File: src/rtl/seg_pkg.sv
// Shared encodings for the multiplexed 7-segment scan controller.
package seg_pkg;
    localparam int NIB_W = 4;

    typedef enum logic [1:0] {
        ST_IDLE  = 2'd0,
        ST_BLANK = 2'd1,
        ST_DRIVE = 2'd2
    } state_t;
endpackage

File: src/rtl/seg_scan_timer.sv
// Loadable down-counter; tc is high while the count sits at zero.
module seg_scan_timer #(
    parameter int CW = 4
) (
    input  logic          clk,
    input  logic          rst,
    input  logic          load,
    input  logic [CW-1:0] load_val,
    output logic          tc
);
    logic [CW-1:0] count_q, count_d;

    always_comb begin
        count_d = count_q;
        if (load)
            count_d = load_val;
        else if (count_q != '0)
            count_d = count_q - 1'b1;
    end

    always_ff @(posedge clk or posedge rst) begin
        if (rst) count_q <= '0;
        else     count_q <= count_d;
    end

    assign tc = (count_q == '0);
endmodule

File: src/rtl/seg_scan_controller.sv
// Scans NUM_DIGITS nibbles onto a shared segment decoder with a blank gap before
// each digit; new frames are double-buffered and only land on frame boundaries.
module seg_scan_controller
    import seg_pkg::*;
#(
    parameter int NUM_DIGITS   = 4,
    parameter int DWELL_CYCLES = 1000,
    parameter int BLANK_CYCLES = 16
) (
    input  logic                        clk,
    input  logic                        reset,
    input  logic                        scan_en,
    input  logic                        load_valid,
    output logic                        load_ready,
    input  logic [NIB_W*NUM_DIGITS-1:0] load_data,
    input  logic [NUM_DIGITS-1:0]       load_blank,
    output logic [NIB_W-1:0]            nibble_out,
    output logic [NUM_DIGITS-1:0]       digit_en,
    output logic                        frame_done
);
    localparam int MAXC = (DWELL_CYCLES > BLANK_CYCLES) ? DWELL_CYCLES : BLANK_CYCLES;
    localparam int CW   = $clog2(MAXC + 1);
    localparam int IW   = $clog2(NUM_DIGITS);
    localparam int DW   = NIB_W * NUM_DIGITS;

    state_t                state_q, state_d;
    logic [IW-1:0]         idx_q, idx_d;
    logic [DW-1:0]         act_data_q, act_data_d, pend_data_q, pend_data_d;
    logic [NUM_DIGITS-1:0] act_blank_q, act_blank_d, pend_blank_q, pend_blank_d;
    logic                  pend_valid_q, pend_valid_d;
    logic                  loaded_q, loaded_d;
    logic                  load_ready_q, load_ready_d;
    logic [NUM_DIGITS-1:0] digit_en_q, digit_en_d;
    logic [NIB_W-1:0]      nibble_q, nibble_d;
    logic                  frame_done_q, frame_done_d;

    logic          tmr_load, tmr_tc, promote, accept;
    logic [CW-1:0] tmr_val;

    seg_scan_timer #(.CW(CW)) u_timer (
        .clk      (clk),
        .rst      (reset),
        .load     (tmr_load),
        .load_val (tmr_val),
        .tc       (tmr_tc)
    );

    assign accept = load_valid & load_ready_q;

    always_comb begin
        state_d      = state_q;
        idx_d        = idx_q;
        act_data_d   = act_data_q;
        act_blank_d  = act_blank_q;
        pend_data_d  = pend_data_q;
        pend_blank_d = pend_blank_q;
        pend_valid_d = pend_valid_q;
        loaded_d     = loaded_q;
        tmr_load     = 1'b0;
        tmr_val      = '0;
        promote      = 1'b0;
        frame_done_d = 1'b0;

        case (state_q)
            ST_IDLE: begin
                if (scan_en && (pend_valid_q || loaded_q)) begin
                    promote  = pend_valid_q;
                    state_d  = ST_BLANK;
                    idx_d    = '0;
                    tmr_load = 1'b1;
                    tmr_val  = CW'(BLANK_CYCLES - 1);
                end
            end
            ST_BLANK: begin
                if (!scan_en) begin
                    state_d  = ST_IDLE;
                    tmr_load = 1'b1;
                end else if (tmr_tc) begin
                    state_d  = ST_DRIVE;
                    tmr_load = 1'b1;
                    tmr_val  = CW'(DWELL_CYCLES - 1);
                end
            end
            ST_DRIVE: begin
                if (!scan_en) begin
                    state_d  = ST_IDLE;
                    tmr_load = 1'b1;
                end else if (tmr_tc) begin
                    state_d  = ST_BLANK;
                    tmr_load = 1'b1;
                    tmr_val  = CW'(BLANK_CYCLES - 1);
                    if (idx_q == IW'(NUM_DIGITS - 1)) begin
                        idx_d        = '0;
                        frame_done_d = 1'b1;
                        promote      = pend_valid_q;
                    end else begin
                        idx_d = idx_q + 1'b1;
                    end
                end
            end
            default: state_d = ST_IDLE;
        endcase

        // Promotion needs pend_valid_q=1, which holds load_ready low, so it never
        // coincides with an accept.
        if (promote) begin
            act_data_d   = pend_data_q;
            act_blank_d  = pend_blank_q;
            pend_valid_d = 1'b0;
            loaded_d     = 1'b1;
        end
        if (accept) begin
            pend_data_d  = load_data;
            pend_blank_d = load_blank;
            pend_valid_d = 1'b1;
        end
        load_ready_d = !pend_valid_d;

        // Outputs are registered from the next-state view so they line up with state_q.
        digit_en_d = '0;
        if (state_d == ST_DRIVE && !act_blank_d[idx_d])
            digit_en_d[idx_d] = 1'b1;
        nibble_d = (state_d == ST_IDLE) ? '0 : act_data_d[idx_d*NIB_W +: NIB_W];
    end

    always_ff @(posedge clk or posedge reset) begin
        if (reset) begin
            state_q      <= ST_IDLE;
            idx_q        <= '0;
            act_data_q   <= '0;
            act_blank_q  <= '0;
            pend_data_q  <= '0;
            pend_blank_q <= '0;
            pend_valid_q <= 1'b0;
            loaded_q     <= 1'b0;
            load_ready_q <= 1'b1;
            digit_en_q   <= '0;
            nibble_q     <= '0;
            frame_done_q <= 1'b0;
        end else begin
            state_q      <= state_d;
            idx_q        <= idx_d;
            act_data_q   <= act_data_d;
            act_blank_q  <= act_blank_d;
            pend_data_q  <= pend_data_d;
            pend_blank_q <= pend_blank_d;
            pend_valid_q <= pend_valid_d;
            loaded_q     <= loaded_d;
            load_ready_q <= load_ready_d;
            digit_en_q   <= digit_en_d;
            nibble_q     <= nibble_d;
            frame_done_q <= frame_done_d;
        end
    end

    assign load_ready = load_ready_q;
    assign digit_en   = digit_en_q;
    assign nibble_out = nibble_q;
    assign frame_done = frame_done_q;
endmodule
File: config.mk
export PLATFORM = sky130hd
export DESIGN_NAME = seg_scan_controller
export DESIGN_NICKNAME = d
export VERILOG_FILES = /design/src/rtl/seg_pkg.sv /design/src/rtl/seg_scan_timer.sv /design/src/rtl/seg_scan_controller.sv
export SDC_FILE = /design/constraint.sdc
export NUM_CORES = 1
export LEC_CHECK = 0
export BUFFER_PORTS_ARGS = -buffer_cell sky130_fd_sc_hd__buf_2
export CAP_MARGIN = 30
export CORE_MARGIN = 4
export CORE_UTILIZATION = 31
export DETAILED_ROUTE_END_ITERATION = 10
export PLACE_DENSITY_LB_ADDON = 0.2
export SLEW_MARGIN = 15
export SYNTH_ARGS = -nofsm -noshare
export SYNTH_HDL_FRONTEND = slang
export SYNTH_SLANG_ARGS = --single-unit
File: constraint.sdc
create_clock -name clk -period 2.59 [get_ports clk]
set_clock_uncertainty 0.05 [all_clocks]
set_input_delay 0.518 -clock clk [delete_from_list [all_inputs] [get_ports clk]]
set_output_delay 0.518 -clock clk [all_outputs]
set_load 0.005 [all_outputs]
Word-level counts from Yosys, hierarchy flattened
Cells that the tools add are included.

Register bits: 66. Output and inout port bits: 10. Logic and storage cells: 77.

Add/sub/neg operators: 2. Magnitude comparators: 2. Equality and inequality tests: 4. Shifts and indexed selects: 1. Multiplexer cells: 42. Bitwise gates (word level): 1. Reduce and logical (&&, ||, !) cells: 12.

Operators with widths (number): 10-bit 2-to-1 mux (4); 10-bit case mux with 3 select lines (1); 4-bit 2-to-1 mux (6); 2-bit 2-to-1 mux (9); 16-bit 2-to-1 mux (1); 16-bit by 5-bit indexed part select with 4-bit output (1); 1-bit 2-to-1 mux (15); 10-bit logical NOT (1); 10-bit nonzero test (1); 10-bit by 1-bit subtractor with 10-bit output (second input constant) (1); 2-bit equality test (second input constant) (3); 2-bit case mux with 3 select lines (1); 2-bit logical NOT (2); 1-bit case mux with 2 select lines (2); 2-bit case mux with 2 select lines (1); 1-bit logical AND (3); 2-bit by 3-bit less-than comparator with 1-bit output (second input constant) (1); 2-bit by 1-bit adder with 2-bit output (second input constant) (1); 1-bit binary-select mux with 2-bit select (1); 1-bit demux with 2-bit select (1); 2-bit by 1-bit equality test with 1-bit output (second input constant) (1); 2-bit by 1-bit >= comparator with 1-bit output (second input constant) (1); 1-bit logical NOT (2); 2-bit nonzero test (1); 3 further kinds (3).

Longest topological paths before layout
Gate-level depths: netlist (run 1).

Word-level depth: 11. Gate-level depth with buffers: 10. Gate-level depth less buffers: 9.

Cells and area by module
From an unflattened synthesis (run 1), not the netlist that was laid out.

Cells, all modules: 243. Area, all modules: 3130.5 um^2.

Modules (own cells, without submodules): seg_scan_controller (times used 1, cells each 167, area each 2437.3 um^2, seq. area each 1402.6 um^2); seg_scan_timer (times used 1, cells each 76, area each 693.2 um^2, seq. area each 250.2 um^2).

Worst setup path after synthesis (run 1)
No wires, ideal clock.

Path kind: reg-to-reg. Start point: register u_timer.count_q[0]. End point: register nibble_q[3] (netlist: nibble_out[3]). Library setup time: 127 ps. Arrival time: 2162 ps. Required time: 2413 ps. Path slack: 251 ps. Cell stages (with the launch flop): 10. Clock period less this slack: 2339 ps. Cell sequence: dfrtp_1 -> inv_1 -> ha_1 -> nor3b_2 -> a41oi_2 -> nor2_4 -> buf_6 -> mux2_1 -> o211ai_1 -> a21oi_1.

Longest elaborated chain between the ends: 7. Elaborated cells between the ends (all ways): 16.

RTL lines: start, declared (line seg_scan_timer.sv:11) `logic [CW-1:0] count_q, count_d;`; start signal, assigned (line seg_scan_timer.sv:23) `else count_q <= count_d;`; 10-bit logical NOT (line seg_scan_timer.sv:26) `assign tc = (count_q == '0);`; 1-bit 2-to-1 mux (line seg_scan_controller.sv:88) `end else if (tmr_tc) begin`; 1-bit 2-to-1 mux (line seg_scan_controller.sv:85) `if (!scan_en) begin`; 1-bit case mux with 2 select lines (line seg_scan_controller.sv:64) `case (state_q)`; 16-bit 2-to-1 mux (line seg_scan_controller.sv:106) `if (promote) begin`; net act_data_d[3] (line seg_scan_controller.sv:28) `logic [DW-1:0] act_data_q, act_data_d, pend_data_q, pend_data_d;`; 16-bit by 5-bit indexed part select with 4-bit output (line seg_scan_controller.sv:123) `nibble_d = (state_d == ST_IDLE) ? '0 : act_data_d[idx_d*NIB_W +: NIB_W];`; 4-bit 2-to-1 mux (line seg_scan_controller.sv:123); net nibble_d[3] (line seg_scan_controller.sv:34) `logic [NIB_W-1:0] nibble_q, nibble_d;`; end signal, assigned (line seg_scan_controller.sv:151) `nibble_q <= nibble_d;`; end, declared (line seg_scan_controller.sv:34).

The timed path passes the listed nets, and every way through them passes these cells. A chain may end at the register's enable or synchronous reset.

Worst setup path in the final report (run 1)
Start point: register u_timer.count_q[0]. End point: register nibble_q[2] (netlist: nibble_out[2]).

Longest elaborated chain between the ends: 7. Elaborated cells between the ends (all ways): 16.

RTL lines (line): 10-bit logical NOT (*) (seg_scan_timer.sv:26); 1-bit 2-to-1 mux (seg_scan_controller.sv:88); 1-bit 2-to-1 mux (seg_scan_controller.sv:85); 1-bit case mux with 2 select lines (seg_scan_controller.sv:64); 16-bit 2-to-1 mux (seg_scan_controller.sv:106); 16-bit by 5-bit indexed part select with 4-bit output (seg_scan_controller.sv:123); 4-bit 2-to-1 mux (*) (seg_scan_controller.sv:123); net nibble_d[2] (seg_scan_controller.sv:34).

The timed path passes the listed nets; every way through them passes the cells marked *.

==> results of run 1 <==
## cell usage in the layout, fill, tap and decap left out, drive strengths merged, types with 2 or more instances in the layout
master / count
inv: 11
nor4: 3
o211ai: 16
or4: 2
nand2: 18
nor2: 16
bufinv: 2
and2: 3
xnor2: 3
o41ai: 2
buf: 43
nand4: 2
mux2: 32
clkinv: 3
xor2: 2
a211o: 2
nor3: 6
a21boi: 2
dfrtp: 65
ha: 6
a21oi: 11
nor3b: 2
nand3: 11
a21o: 2
clkbuf: 11
o21ai: 22
o21a: 3
## per-stage QoR
step / total power [mW] / util [%] / std cells
6_report: 4.252 / 37.96 / 447
2_1_floorplan: 2.896 / - / 262
3_5_place_dp: 3.365 / 35.74 / 431
5_1_grt: 4.607 / 37.96 / 447
3_3_place_gp: 3.338 / 35.74 / 431
4_1_cts: 4.312 / 37.88 / 447
## cells in the mapped netlist, types with 2 or more instances
cell type | instances | area share [%]
a21oi_1 | 10 | 1.6
o21a_1 | 3 | 0.72
nor3_1 | 5 | 0.80
nand2_1 | 18 | 2.2
mux2_2 | 28 | 10
nor2_1 | 12 | 1.4
a211o_1 | 2 | 0.56
o211ai_1 | 16 | 3.8
a21boi_2 | 2 | 0.72
nor4_1 | 2 | 0.40
nand3_1 | 11 | 1.8
o21ai_0 | 20 | 3.2
buf_6 | 3 | 1.1
nor2_4 | 2 | 0.72
and2_1 | 3 | 0.60
dfrtp_1 | 65 | 52
inv_2 | 2 | 0.24
ha_1 | 6 | 2.4
nand4_1 | 2 | 0.40
xnor2_1 | 3 | 0.84
inv_1 | 9 | 1.1
xor2_1 | 2 | 0.56
mux2_1 | 4 | 1.4
or4_1 | 2 | 0.48
a21o_1 | 2 | 0.48
clkbuf_1 | 4 | 0.48
o41ai_4 | 2 | 1.8
## metal layers
metal  vias to the layer above  GRT usage, %  wire [µm]
li1                       1047             -          -
met1                      1073         17.34       3160
met2                        30         19.20       3173
met3                        11         3.642        212
met4                         0         4.328        104
met5                         -             0          0
## kinds of logic after synthesis
family / after synthesis
multiplexers: 33
XOR/XNOR: 5
AO/OA/AOI/OAI: 67
AND/OR/NAND/NOR: 67
flip-flops: 66
buffers and inverters: 18
adder cells (fa/ha/maj): 6
## layout make-up
type                    instances  area, µm²
repair buffers                 43      265.3
well taps                     133      166.4
multi-input cells             178       1391
inverters                      11      41.29
flip-flops and latches         66       1653
fillers                      1022       6092
clock buffers                  11      131.4
clock inverters                 5      78.83
## power breakdown
part	internal, mW	switching, mW
sequential	1.47	0.229
combinational	0.745	0.881
clock	0.541	0.389
## worst paths after layout
check                                               startpoint                           to  slack [ns]  depth (start not counted)
worst max-delay path            u_timer.count_q[0]$_DFFE_PP0P_      nibble_out[2]$_DFF_PP0_        0.21                          8
min in group clk                                  load_data[9]   pend_data_q[9]$_DFFE_PP0P_        0.35                          2
worst max register to register  u_timer.count_q[0]$_DFFE_PP0P_      nibble_out[2]$_DFF_PP0_        0.21                          8
max in group asynchronous                                reset      nibble_out[3]$_DFF_PP0_        1.73                          3
worst min-delay path                                     reset  pend_blank_q[2]$_DFFE_PP0P_        0.15                          2
worst min register to register         act_data_q[3]$_DFF_PP0_      act_data_q[3]$_DFF_PP0_        0.45                          1
## sequential cells by signal, summed over array words and instances (netlist names)
signal	flops
act_data_q	16
load_ready	1
u_timer.count_q	10
act_blank_q	4
idx_q	2
digit_en	4
pend_blank_q	4
pend_data_q	16
pend_valid_q	1
state_q	2
loaded_q	1
frame_done	1
nibble_out	4
==> out/summary.txt, run 1 <==
Worst Tran Pin Value: 0.5440 ns
Fmax: 419.6 MHz
Fin. max-slew vios: 0
Clock-pin slew on the worst setup and hold paths: 0.07 ns
Critical Path Sink Type: flop
Synthesis-to-layout area growth: 19.21%
Largest family of logic cells by synthesized area: compound AO/OA/AOI/OAI gates
Pin count of the biggest net entering global routing: 45
Slowest cell on crit path: or4b_4
Tcrit/Tclk final: 92.02%
Delay-heaviest family, CP: simple AND/OR/NAND/NOR gates
Hpwl dp: 4826 µm
Final ANT Viol Nets: 0
Post-DP Area: 0.003510 mm²
Initial antenna violation count: 0
Antenna diode count: 0
Final setup margin: 0.2068 ns
Hold Buf Count CTS: 0
Multiplexer share of the synthesized area: 11.84%
Data required time of the critical path: 2.76 ns
IO buf count: 33
DR WL/cell: 14.88 µm
CTS tree: built
# clock sinks: 66
Post-Synth Adder-Cell Area: 2.401%
Die Height: 108.4 µm
PostCTS Resize Cnt: 0
CP Cell Sequence: inv_1 -> ha_1 -> or4b_4 -> nor3_2 -> o21ai_0 -> a21oi_1 -> a21o_1 -> a21oi_1
Vias in the first global route: 2187
DR vias: 2161
Final wirelength: 6650 µm
Setup_tns: 0 ns
Minimum clock period after layout: 2.383 ns
Top cell by count, worst path: a21oi_1
Setup Fix Bufs, Post-CTS: 0
Final nets: 339
Arrival time worst endpoint: 2.56 ns
Synth Area in Compound Gates: 16.21%
Fin Hold WS: 0.1466 ns
VDD IR max: 0.4355 mV
Design Area, Final: 0.003727 mm²
Total CTS buffers: 9
Core area: 0.009819 mm²
Ys Warns: 0
Max_cap viols: 0
Full die area: 0.01176 mm²
Syn Area/Cell: 11.93 µm²
Critical Path Start Type: flop
Global route overflow: 0
Die Wd: 108.4 µm
Dpl ws: 0.2228 ns
# DRC: 0
GRT Resource Usage Total: 12.67%
Synth Flop Type: dfrtp_1
Setup CP Type: reg2reg
Register bit total from synthesis: 66
Post-synth EDFFs: 0
CP peak stage delay: 0.55 ns
Asr flop ratio synth: 100.0%
Syn Inst Count: 262
Share of layout cells above drive strength 1: 34.08%
Synth Area in Simple Gates: 12.40%
Seq/Total Area, Yosys: 52.86%
Rows: 36
I/O pin count: 34
Slew HR: 63.49%
Routability Congestion: 0.8131
Final setup violation count: 0
Syn_nets: 292
Vias per cell: 4.834
LEAKAGE: 1.655 nW
Clock Latency Late Sink: 0.34 ns
Crit Path Max Fanout: 5
DR iter-0 viols: 97
Synth Area in XOR/XNOR: 1.401%
Clk buf depth: 2
First-pass GRT wire length: 11380 µm
Cell area after synthesis: 0.003127 mm²
Synth cell types: 49
CTS Root Cell: clkbuf_8
Hold Fails Final Rpt: 0
PwrDens: 1141 mW/mm²
Starting density of the core: 31.84%
RSZ-0062 raised after global routing: false
H-tree depth: 3
Status: completed
1st-pass router iterations: 4
Worst path bufs/invs: 1
Min-Delay Path Class: in2async
Power figures use the tool's default switching activity.
==> run 2, diff against run 1 <==
--- a/config.mk
+++ b/config.mk
@@ -7,10 +7,10 @@
 export LEC_CHECK = 0
 export BUFFER_PORTS_ARGS = -buffer_cell sky130_fd_sc_hd__buf_2
 export CAP_MARGIN = 30
-export CORE_MARGIN = 4
 export CORE_UTILIZATION = 31
 export DETAILED_ROUTE_END_ITERATION = 10
 export PLACE_DENSITY_LB_ADDON = 0.2
+export REMOVE_ABC_BUFFERS = 1
 export SLEW_MARGIN = 15
 export SYNTH_ARGS = -nofsm -noshare
 export SYNTH_HDL_FRONTEND = slang
==> run 2 against run 1 <==
Net effect: register-to-register slack gained 0.02 ns; setup slack better by 0.023 ns; critical path depth stayed put; critical path type unchanged; critical endpoint is now digit_en[0]$_DFF_PP0_.
==> out/summary.txt, run 2 (synthesis gave the netlist of run 1 again) <==
# clock sinks: 66 (unchanged)
DR vias: 2180 (was 2161)
CTS Root Cell: clkbuf_8 (unchanged)
Vias per cell: 4.855 (was 4.834)
VDD IR max: 0.5188 mV (was 0.4355 mV)
Crit Path Max Fanout: 5 (unchanged)
Data required time of the critical path: 2.79 ns (was 2.76 ns)
GRT Resource Usage Total: 13.79% (was 12.67%)
Minimum clock period after layout: 2.360 ns (was 2.383 ns)
Rows: 36 (unchanged)
Global route overflow: 0 (unchanged)
Fin Hold WS: 0.1836 ns (was 0.1466 ns)
Share of layout cells above drive strength 1: 35.44% (was 34.08%)
Initial antenna violation count: 0 (unchanged)
Status: completed (unchanged)
DR WL/cell: 14.52 µm (was 14.88 µm)
Sequential power share: 38.5% (was 39.9%)
Die Height: 102.4 µm (was 108.4 µm)
Routability Congestion: 0.7862 (was 0.8131)
Total CTS buffers: 9 (unchanged)
Hpwl dp: 4602 µm (was 4826 µm)
Clock power frac: 24.5% (was 21.9%)
Worst Tran Pin Value: 0.5330 ns (was 0.5440 ns)
Logic gate share of total power: 37.0% (was 38.2%)
Max_cap viols: 0 (unchanged)
Fmax: 423.7 MHz (was 419.6 MHz)
Hold Fails Final Rpt: 0 (unchanged)
RSZ-0062 raised after global routing: false (unchanged)
Critical Path Start Type: flop (unchanged)
Sw power: 1.515 mW (was 1.498 mW)
Reg-to-reg setup timing slack: 0.23 ns (was 0.21 ns)
# DRC: 0 (unchanged)
Setup CP Type: reg2reg (unchanged)
Final ANT Viol Nets: 0 (unchanged)
Hold Buf Count CTS: 0 (unchanged)
Pin count of the biggest net entering global routing: 67 (was 45)
I/O pin count: 34 (unchanged)
Reg-to-reg endpoint: digit_en[0]$_DFF_PP0_ (was nibble_out[2]$_DFF_PP0_)
R2R cell count: 8 (unchanged)
Arrival time worst endpoint: 2.56 ns (about the same)
CP Cell Sequence: inv_1 -> ha_1 -> or4b_4 -> nor4_1 -> a211oi_2 -> nor2_2 -> nand3_1 -> nor3_1 (was inv_1 -> ha_1 -> or4b_4 -> nor3_2 -> o21ai_0 -> a21oi_1 -> a21o_1 -> a21oi_1)
LEAKAGE: 1.677 nW (was 1.655 nW)
H-tree depth: 3 (unchanged)
Starting density of the core: 31.99% (was 31.84%)
Final wirelength: 6521 µm (was 6650 µm)
First-pass GRT wire length: 10810 µm (was 11380 µm)
Synthesis-to-layout area growth: 20.41% (was 19.21%)
Tcrit/Tclk final: 91.13% (was 92.02%)
Post-Place Cells: 433 (was 431)
Clock Latency Late Sink: 0.34 ns (about the same)
R2R Path Start: u_timer.count_q[0]$_DFFE_PP0P_ (unchanged)
CTS tree: built (unchanged)
Clk buf depth: 2 (unchanged)
Non-Filler Instances: 449 (was 447)
CP peak stage delay: 0.54 ns (was 0.55 ns)
Final nets: 341 (was 339)
Antenna diode count: 0 (unchanged)
Largest registers: act_data_q x16, pend_data_q x16, u_timer.count_q x10 (unchanged)
DR iter-0 viols: 119 (was 97)
Vias in the first global route: 2118 (was 2187)
IO buf count: 33 (unchanged)
PwrDens: 1171 mW/mm² (was 1141 mW/mm²)
Clock-pin slew on the worst setup and hold paths: 0.08 ns (was 0.07 ns)
1st-pass router iterations: 4 (unchanged)
Internal power: 2.892 mW (was 2.754 mW)
Min-Delay Path Class: in2async (unchanged)
Most frequent cells in the layout: dfrtp_1 (65), buf_2 (33), mux2_2 (28) (unchanged)
Die Wd: 102.4 µm (was 108.4 µm)
Slew HR: 64.14% (was 63.49%)
Sw Ratio: 34.38% (was 35.24%)
Setup_tns: 0 ns (unchanged)
Final setup violation count: 0 (unchanged)
Most common cell after layout, fill and taps aside: dfrtp_1 (unchanged)
Full die area: 0.01049 mm² (was 0.01176 mm²)
Fin. max-slew vios: 0 (unchanged)
Critical Path Sink Type: flop (unchanged)
Design Area, Final: 0.003765 mm² (was 0.003727 mm²)
Final Util: 38.52% (was 37.96%)
Post-DP Area: 0.003512 mm² (was 0.003510 mm²)
Core area: 0.009774 mm² (was 0.009819 mm²)
Slowest cell on crit path: or4b_4 (unchanged)
-- run 2: routing by layer --
layer  track usage, %  up-vias  part of all wire [%]
met5                0        -                     0
met4            6.593        0                   1.2
met3            2.668        5                   3.3
met2            20.10       46                    45
met1            19.58     1079                    50
li1                 -     1050                     -
-- run 2: critical path, delay by kind of cell, from the launching register on --
kind,cells,cell delay [ns]
simple gates,5,1.46
flops,1,0.41
fa+ha+maj,1,0.20
compound gates,1,0.09
buf+inv,1,0.07
-- run 2: power groups by stage --
stage,Clock (mW),Sequential [mW],Combinational (mW)
after detailed placement,0,1.72,1.64
after global placement,0,1.71,1.62
after CTS,1.11,1.70,1.65
after floorplan,0,1.66,1.19
final,1.08,1.70,1.63
after global routing,1.15,1.75,1.82
-- run 2: through the flow --
step                      power (mW)  worst slack (ns)
after global routing           4.732           0.02882
after floorplan                2.848            0.2271
final                          4.408            0.2298
after CTS                      4.457            0.2004
after global placement         3.330            0.2143
after detailed placement       3.357            0.2083
-- run 2: how the worst max path moves through the flow --
| stage | start | to | cells after the start |
|---|---|---|---|
| floorplan | u_timer.count_q[0]$_DFFE_PP0P_ | nibble_out[2]$_DFF_PP0_ | 8 |
| global placement | u_timer.count_q[5]$_DFFE_PP0P_ | nibble_out[2]$_DFF_PP0_ | 7 |
| detailed placement | u_timer.count_q[0]$_DFFE_PP0P_ | digit_en[0]$_DFF_PP0_ | 8 |
| CTS | u_timer.count_q[0]$_DFFE_PP0P_ | digit_en[0]$_DFF_PP0_ | 8 |
| global route | u_timer.count_q[0]$_DFFE_PP0P_ | digit_en[3]$_DFF_PP0_ | 9 |
| finish | u_timer.count_q[0]$_DFFE_PP0P_ | digit_en[0]$_DFF_PP0_ | 8 |
-- run 2: cell type report --
cell class                 count  area (µm²)
fill                         975        6010
sequential                    66        1653
multi-input combinational    178        1388
timing repair buffer          45       267.8
tap                          133       166.4
clock buffer                  10       137.6
clock inverter                 6       111.4
inverter                      11       41.29
-- run 2: repair_timing --
item	4_1_cts	5_1_grt
resized for setup	0	1
setup buffers	0	0
endpoints found under the setup margin	0	4
